$ cat src/rtl/user_dma_mm2s_cmd_ctrl_if.sv
// AXI4 read-address and read-data channel bundle for the MM2S command controller.
// The master modport is the DMA side; the slave modport is the memory side.
interface user_dma_mm2s_cmd_ctrl_if #(
    parameter int ADDR_W = 32,
    parameter int DATA_W = 32
);
    logic [ADDR_W-1:0] M_AXI_ARADDR;
    logic [7:0]        M_AXI_ARLEN;
    logic [2:0]        M_AXI_ARSIZE;
    logic [1:0]        M_AXI_ARBURST;
    logic              M_AXI_ARVALID;
    logic              M_AXI_ARREADY;
    logic [DATA_W-1:0] M_AXI_RDATA;
    logic [1:0]        M_AXI_RRESP;
    logic              M_AXI_RLAST;
    logic              M_AXI_RVALID;
    logic              M_AXI_RREADY;

    modport master (
        output M_AXI_ARADDR, M_AXI_ARLEN, M_AXI_ARSIZE, M_AXI_ARBURST, M_AXI_ARVALID,
        input  M_AXI_ARREADY,
        input  M_AXI_RDATA, M_AXI_RRESP, M_AXI_RLAST, M_AXI_RVALID,
        output M_AXI_RREADY
    );

    modport slave (
        input  M_AXI_ARADDR, M_AXI_ARLEN, M_AXI_ARSIZE, M_AXI_ARBURST, M_AXI_ARVALID,
        output M_AXI_ARREADY,
        output M_AXI_RDATA, M_AXI_RRESP, M_AXI_RLAST, M_AXI_RVALID,
        input  M_AXI_RREADY
    );
endinterface

$ cat src/rtl/user_dma_mm2s_cmd_ctrl.sv
// MM2S command controller: splits one descriptor into 4 KB-safe AXI4 INCR read bursts
// and forwards the returned beats to the stream FIFO, one burst outstanding at a time.
//
//   state  | meaning
//   -------+---------------------------------------------------------------
//   IDLE   | waiting for start; descriptor latched when start is seen
//   CALC   | size the next burst against remaining, max burst and 4 KB page
//   ADDR   | ARVALID held with stable ARADDR/ARLEN until ARREADY
//   DATA   | accepting R beats of the current burst, throttled by the FIFO
//   DONE   | transfer finished; done pulses in the following cycle
module user_dma_mm2s_cmd_ctrl #(
    parameter int C_M_AXI_ADDR_WIDTH = 32,
    parameter int C_M_AXI_DATA_WIDTH = 32,
    parameter int C_MAX_BURST_LEN    = 16
) (
    input  logic                          M_AXI_ACLK,
    input  logic                          M_AXI_ARESET,
    input  logic                          start,
    input  logic [C_M_AXI_ADDR_WIDTH-1:0] src_addr,
    input  logic [23:0]                   xfer_words,
    output logic                          busy,
    output logic                          done,
    output logic                          error,
    output logic [23:0]                   MM_count,
    output logic [C_M_AXI_DATA_WIDTH-1:0] MM_data,
    output logic                          rnext,
    input  logic                          fifo_mm2s_almost_full,
    user_dma_mm2s_cmd_ctrl_if.master      m_axi
);
    localparam int AW    = C_M_AXI_ADDR_WIDTH;
    localparam int BYTES = C_M_AXI_DATA_WIDTH / 8;
    localparam int LOG2B = $clog2(BYTES);

    localparam logic [2:0] S_IDLE = 3'd0;
    localparam logic [2:0] S_CALC = 3'd1;
    localparam logic [2:0] S_ADDR = 3'd2;
    localparam logic [2:0] S_DATA = 3'd3;
    localparam logic [2:0] S_DONE = 3'd4;

    logic [2:0]    state;
    logic [AW-1:0] addr;
    logic [AW-1:0] araddr;
    logic [7:0]    arlen;
    logic [7:0]    beat_cnt;
    logic [23:0]   remaining;
    logic [23:0]   mm_count_q;
    logic          done_q;
    logic          error_q;

    logic [12:0]   page_room;
    logic [23:0]   page_words;
    logic [23:0]   len_c;
    logic [23:0]   burst_words;
    logic          last_beat;
    logic          rready_c;
    logic          beat;

    // Largest burst that fits the remaining words, the burst cap and the rest of the 4 KB page
    always_comb begin
        page_room  = 13'd4096 - {1'b0, addr[11:0]};
        page_words = {11'd0, page_room} >> LOG2B;
        len_c      = remaining;
        if (len_c > 24'(C_MAX_BURST_LEN)) len_c = 24'(C_MAX_BURST_LEN);
        if (len_c > page_words)           len_c = page_words;
    end

    assign burst_words = {16'd0, arlen} + 24'd1;
    assign last_beat   = (beat_cnt == arlen);
    assign rready_c    = (state == S_DATA) && !fifo_mm2s_almost_full;
    assign beat        = m_axi.M_AXI_RVALID && rready_c;

    always_ff @(posedge M_AXI_ACLK or posedge M_AXI_ARESET) begin
        if (M_AXI_ARESET) begin
            state      <= S_IDLE;
            addr       <= '0;
            araddr     <= '0;
            arlen      <= '0;
            beat_cnt   <= '0;
            remaining  <= '0;
            mm_count_q <= '0;
            done_q     <= 1'b0;
            error_q    <= 1'b0;
        end else begin
            done_q <= 1'b0;
            case (state)
                S_IDLE: begin
                    if (start) begin
                        addr       <= src_addr & ~AW'(BYTES - 1);
                        remaining  <= xfer_words;
                        mm_count_q <= xfer_words;
                        error_q    <= 1'b0;
                        state      <= (xfer_words == 24'd0) ? S_DONE : S_CALC;
                    end
                end
                S_CALC: begin
                    araddr   <= addr;
                    arlen    <= 8'(len_c - 24'd1);
                    beat_cnt <= '0;
                    state    <= S_ADDR;
                end
                S_ADDR: begin
                    if (m_axi.M_AXI_ARREADY) state <= S_DATA;
                end
                S_DATA: begin
                    if (beat) begin
                        beat_cnt <= beat_cnt + 8'd1;
                        // Both faults are recorded but the burst is still drained to keep AXI in step
                        if (m_axi.M_AXI_RRESP != 2'b00 || m_axi.M_AXI_RLAST != last_beat)
                            error_q <= 1'b1;
                        if (last_beat) begin
                            addr      <= addr + (AW'(burst_words) << LOG2B);
                            remaining <= remaining - burst_words;
                            state     <= (remaining == burst_words) ? S_DONE : S_CALC;
                        end
                    end
                end
                S_DONE: begin
                    done_q <= 1'b1;
                    state  <= S_IDLE;
                end
                default: state <= S_IDLE;
            endcase
        end
    end

    assign busy     = (state != S_IDLE);
    assign done     = done_q;
    assign error    = error_q;
    assign MM_count = mm_count_q;
    assign MM_data  = m_axi.M_AXI_RDATA;
    assign rnext    = beat;

    assign m_axi.M_AXI_ARADDR  = araddr;
    assign m_axi.M_AXI_ARLEN   = arlen;
    assign m_axi.M_AXI_ARSIZE  = 3'(LOG2B);
    assign m_axi.M_AXI_ARBURST = 2'b01;
    assign m_axi.M_AXI_ARVALID = (state == S_ADDR);
    assign m_axi.M_AXI_RREADY  = rready_c;
endmodule

$ cat src/flat_wrapper.sv
// flat-port wrapper written by rule: the top's interface ports become plain ports
module user_dma_mm2s_cmd_ctrl_flat 
#(
    parameter int C_M_AXI_ADDR_WIDTH = 32,
    parameter int C_M_AXI_DATA_WIDTH = 32,
    parameter int C_MAX_BURST_LEN    = 16
)
  (M_AXI_ACLK, M_AXI_ARESET, start, src_addr, xfer_words, busy, done, error, MM_count, MM_data, rnext, fifo_mm2s_almost_full, m_axi_M_AXI_ARADDR, m_axi_M_AXI_ARLEN, m_axi_M_AXI_ARSIZE, m_axi_M_AXI_ARBURST, m_axi_M_AXI_ARVALID, m_axi_M_AXI_ARREADY, m_axi_M_AXI_RDATA, m_axi_M_AXI_RRESP, m_axi_M_AXI_RLAST, m_axi_M_AXI_RVALID, m_axi_M_AXI_RREADY);
  user_dma_mm2s_cmd_ctrl_if #(.ADDR_W(32), .DATA_W(32)) m_axi_i ();
  input  logic M_AXI_ACLK;
  input  logic M_AXI_ARESET;
  input  logic start;
  input  logic [C_M_AXI_ADDR_WIDTH-1:0] src_addr;
  input  logic [23:0] xfer_words;
  output logic busy;
  output logic done;
  output logic error;
  output logic [23:0] MM_count;
  output logic [C_M_AXI_DATA_WIDTH-1:0] MM_data;
  output logic rnext;
  input  logic fifo_mm2s_almost_full;
  output wire logic [$bits(m_axi_i.M_AXI_ARADDR)-1:0] m_axi_M_AXI_ARADDR;
  output wire logic [$bits(m_axi_i.M_AXI_ARLEN)-1:0] m_axi_M_AXI_ARLEN;
  output wire logic [$bits(m_axi_i.M_AXI_ARSIZE)-1:0] m_axi_M_AXI_ARSIZE;
  output wire logic [$bits(m_axi_i.M_AXI_ARBURST)-1:0] m_axi_M_AXI_ARBURST;
  output wire logic [$bits(m_axi_i.M_AXI_ARVALID)-1:0] m_axi_M_AXI_ARVALID;
  input wire logic [$bits(m_axi_i.M_AXI_ARREADY)-1:0] m_axi_M_AXI_ARREADY;
  input wire logic [$bits(m_axi_i.M_AXI_RDATA)-1:0] m_axi_M_AXI_RDATA;
  input wire logic [$bits(m_axi_i.M_AXI_RRESP)-1:0] m_axi_M_AXI_RRESP;
  input wire logic [$bits(m_axi_i.M_AXI_RLAST)-1:0] m_axi_M_AXI_RLAST;
  input wire logic [$bits(m_axi_i.M_AXI_RVALID)-1:0] m_axi_M_AXI_RVALID;
  output wire logic [$bits(m_axi_i.M_AXI_RREADY)-1:0] m_axi_M_AXI_RREADY;
  assign m_axi_M_AXI_ARADDR = m_axi_i.M_AXI_ARADDR;
  assign m_axi_M_AXI_ARLEN = m_axi_i.M_AXI_ARLEN;
  assign m_axi_M_AXI_ARSIZE = m_axi_i.M_AXI_ARSIZE;
  assign m_axi_M_AXI_ARBURST = m_axi_i.M_AXI_ARBURST;
  assign m_axi_M_AXI_ARVALID = m_axi_i.M_AXI_ARVALID;
  assign m_axi_i.M_AXI_ARREADY = m_axi_M_AXI_ARREADY;
  assign m_axi_i.M_AXI_RDATA = m_axi_M_AXI_RDATA;
  assign m_axi_i.M_AXI_RRESP = m_axi_M_AXI_RRESP;
  assign m_axi_i.M_AXI_RLAST = m_axi_M_AXI_RLAST;
  assign m_axi_i.M_AXI_RVALID = m_axi_M_AXI_RVALID;
  assign m_axi_M_AXI_RREADY = m_axi_i.M_AXI_RREADY;
  user_dma_mm2s_cmd_ctrl #(.C_M_AXI_ADDR_WIDTH(C_M_AXI_ADDR_WIDTH), .C_M_AXI_DATA_WIDTH(C_M_AXI_DATA_WIDTH), .C_MAX_BURST_LEN(C_MAX_BURST_LEN)) u_core (.M_AXI_ACLK(M_AXI_ACLK), .M_AXI_ARESET(M_AXI_ARESET), .start(start), .src_addr(src_addr), .xfer_words(xfer_words), .busy(busy), .done(done), .error(error), .MM_count(MM_count), .MM_data(MM_data), .rnext(rnext), .fifo_mm2s_almost_full(fifo_mm2s_almost_full), .m_axi(m_axi_i));
endmodule
$ cat config.mk
export PLATFORM = sky130hd
export DESIGN_NAME = user_dma_mm2s_cmd_ctrl_flat
export DESIGN_NICKNAME = d
export VERILOG_FILES = /design/src/rtl/user_dma_mm2s_cmd_ctrl_if.sv /design/src/rtl/user_dma_mm2s_cmd_ctrl.sv /design/src/flat_wrapper.sv
export SDC_FILE = /design/constraint.sdc
export NUM_CORES = 1
export LEC_CHECK = 0
export BUFFER_PORTS_ARGS = -buffer_cell sky130_fd_sc_hd__buf_2
export CAP_MARGIN = 20
export CORE_UTILIZATION = 55
export CTS_BUF_LIST = sky130_fd_sc_hd__clkbuf_2 sky130_fd_sc_hd__clkbuf_4 sky130_fd_sc_hd__clkbuf_8
export DETAILED_ROUTE_END_ITERATION = 12
export PLACE_DENSITY_LB_ADDON = 0.1
export SLEW_MARGIN = 20
export SYNTH_ARGS = -nofsm -noshare
export SYNTH_HDL_FRONTEND = slang
export SYNTH_SLANG_ARGS = --single-unit
$ cat constraint.sdc
create_clock -name M_AXI_ACLK -period 5 [get_ports M_AXI_ACLK]
set_input_delay 1 -clock M_AXI_ACLK [delete_from_list [all_inputs] [get_ports M_AXI_ACLK]]
set_output_delay 1 -clock M_AXI_ACLK [all_outputs]
set_load 0.1 [all_outputs]
==> impl_metrics.toml <==
[synthesis]
synth_cells = 978
synth_area_leader_cell = "dfrtp_1"
seq_area_frac_synth = 0.401
synth_edf_count = 0
ys_top_cells_by_area = "dfrtp_1 40%, nand2_1 11%, ha_1 5.3%"
ys_seq_elements = 129
yosys_most_used_dff = "dfrtp_1"
avgSynthCellArea_um2 = 8.24
ys_warn_count = 0
synth_top_area_frac = 0.401
synth.distinct_cells = 68
synthArstFlopShare = 1.00
syn_area_um2 = 8060

[floorplan]
die-area_um2 = 15100
start_util = 0.572
row_count = 43
io_pins = 204
die_h_um = 123
die_w_um = 123
core-area_um2 = 14100

[clock_network]
postCtsSetupBuffers = 0
clkTransAtPathRegs_ns = 0.08
cts_tree = "done"
numCtsBuffers = 17
cts_max_level = 4
insertion_delay_ns = 0.47
clockBufferDepth = 2
root_buffer = "clkbuf_8"
postCtsHoldBufs = 0
clkSinkCount = 129
cts_resized = 0

[setup_path]
required_ns = 5.38
critical_path_class = "reg2reg"
path_max_fanout = 8
startpoint_type = "flop"
cp-end-kind = "flop"
critPathArrivalTime_ns = 4.81

[global_routing]
grt_max_degree = 74
grt_overflow = 0
antenna_found_initial = 0
grt.total_usage = 0.294
grt_pass1_wl_um = 34000
grt_pass1_vias = 6688

[final_layout]
antenna_cells = 0
syn_to_final_growth_pct = 12.4
final_area_um2 = 9060
n_fill_cell = 1309
drive_gt1_frac = 0.182
nNetsFinal = 1194

[placement]
portBuffers = 130
placed_area_um2 = 8620
preCtsSetupSlack_ns = 0.631
place_congestion = 0.928
hpwl_um = 14800

[run]
maxCapViolCount = 0

[timing]
worst_pin_slew_ns = 0.891
final-hold-violation-count = 0
fmax_mhz = 226
post-route-period-util = 0.886
final_max_slew_viol_count = 0
finalSetupViolations = 0
period_needed_ns = 4.43
slew_headroom = 0.405
tns_ns = 0
grt_setup_unrepaired = "false"
finalClockSkew_ns = 0.0125
worst_slack_ns = 0.570

[route]
initialDrtViolationCount = 648
via_per_inst = 5.73
routed_wl_um = 20900
drtAntennaViolNets = 0
vias = 7186
wl_per_cell_um = 16.7
drc_errors = 0
drt-pass1-iter-count = 5

[power_and_ir_drop]
ir_worst_vdd_uv = 215
p_per_area_nw_per_um2 = 265
leakage_nw = 4.71
total_power_w = 0.00240

[worst_hold_path]
hold_class = "reg2reg"

[status]
run_status = "finished, final reports clean"
## state kept, by name (all words and copies together), names as in the netlist
| signal | flops |
|---|---|
| u_core.state | 3 |
| u_core.m_axi.M_AXI_ARADDR | 30 |
| u_core.addr | 30 |
| u_core.error | 1 |
| u_core.done | 1 |
| u_core.m_axi.M_AXI_ARLEN | 8 |
| u_core.MM_count | 24 |
| u_core.beat_cnt | 8 |
| u_core.remaining | 24 |
## final cells by class
type	instances	area (µm²)	area share
clock inverters	11	155	0.0171
repair buffers	142	773	0.0854
inverters	27	104	0.0115
multi-input cells	744	4290	0.474
clock buffers	21	277	0.0305
flip-flops and latches	129	3230	0.356
well taps	180	225	0.0249
## cells in the final DEF (no fill, tap or decap), types with 13 or more instances in the layout
cell type | synthesis | routed
a21oi_1 | 45 | 45
a31oi_1 | 14 | 14
and3_1 | 15 | 15
buf_2 | 4 | 130
clkbuf_8 | 1 | 19
conb_1 | 2 | 13
dfrtp_1 | 129 | 129
ha_1 | 34 | 34
inv_1 | 27 | 26
nand2_1 | 241 | 241
nand3_1 | 37 | 37
nand4_1 | 17 | 17
nor2_1 | 74 | 73
nor3_1 | 21 | 20
o21ai_0 | 35 | 35
xnor2_1 | 27 | 27
xor2_1 | 19 | 19
## metrics by stage
stage          hold slack (ns)  std cells  utilization
3_5_place_dp             0.456       1222        0.612
5_1_grt                  0.488       1254        0.642
3_3_place_gp             0.453       1221        0.610
4_1_cts                  0.476       1254        0.642
2_1_floorplan            0.453        989            -
6_report                 0.470       1254        0.642
## power breakdown
part / internal (W) / switching (W) / leakage [nW]
sequential: 0.00106 / 0.0000344 / 1.75
clock: 0.000535 / 0.000438 / 0.217
combinational: 0.000103 / 0.000226 / 2.74
## cells in the mapped netlist (4+ instances only)
cell / number
nand2b_1: 8
buf_1: 4
ha_1: 34
nand4_1: 17
a311oi_1: 10
and2_1: 7
o21ai_0: 35
a32oi_1: 8
a31oi_1: 14
clkbuf_1: 40
xor2_1: 19
inv_1: 27
o211ai_1: 10
o22ai_1: 6
buf_2: 4
nor4_1: 9
a21o_1: 4
nand2_1: 241
dfrtp_1: 129
or4_1: 4
mux2i_1: 8
xnor2_1: 27
o311ai_0: 5
nor2_1: 74
or3_1: 7
a211oi_1: 8
nor3_1: 21
or2_2: 4
buf_4: 39
nand3_1: 37
nor2b_1: 4
and3_1: 15
a21oi_1: 45
## critical path, stage by stage, from the launching register on
cell and delay [ns]:
dfrtp_1 0.43, nor4_2 0.45, nand3_1 0.36, nor4_4 0.60
nand2_2 0.13, inv_1 0.08, ha_1 0.24, o21ai_0 0.16
a21oi_1 0.06, o21a_1 0.16, o31a_1 0.23, o21ai_1 0.22
mux2_2 0.38, ha_1 0.25, nand2_1 0.11, nor3_1 0.07
xnor2_1 0.13, o21a_1 0.17, o21ai_0 0.13
## per-layer routing
layer  track usage  routed length, µm  vias up
li1              -                  -     3501
met1         0.413               9740     3393
met2         0.456               9440      262
met3        0.0577               1400       30
met4        0.0911                340        0
met5             0                  0        -
## final timing paths
path / from / end / slack, ns / cells after the start
max reg2reg: u_core.remaining[16] / u_core.m_axi.M_AXI_ARLEN[6] / 0.57 / 18
max: u_core.remaining[16] / u_core.m_axi.M_AXI_ARLEN[6] / 0.57 / 18
min in group asynchronous: M_AXI_ARESET / u_core.m_axi.M_AXI_ARADDR[21] / 0.64 / 2
max in group asynchronous: M_AXI_ARESET / u_core.remaining[0] / 3.51 / 3
min reg2reg: u_core.m_axi.M_AXI_ARADDR[26] / u_core.m_axi.M_AXI_ARADDR[26] / 0.47 / 2
min: u_core.m_axi.M_AXI_ARADDR[26] / u_core.m_axi.M_AXI_ARADDR[26] / 0.47 / 2
## kinds of logic (layout without fill, tap and decap cells)
family | after synthesis | after routing | synth area share
AND/OR/NAND/NOR | 461 | 461 | 0.257
AO/OA/AOI/OAI | 176 | 176 | 0.144
flip-flops | 129 | 129 | 0.401
buffers and inverters | 116 | 201 | 0.0742
XOR/XNOR | 46 | 46 | 0.0500
adder cells (fa/ha/maj) | 36 | 36 | 0.0578
multiplexers | 12 | 12 | 0.0160
other | 2 | 13 | 0.000932
No activity file was read; power rests on OpenSTA's default activity.
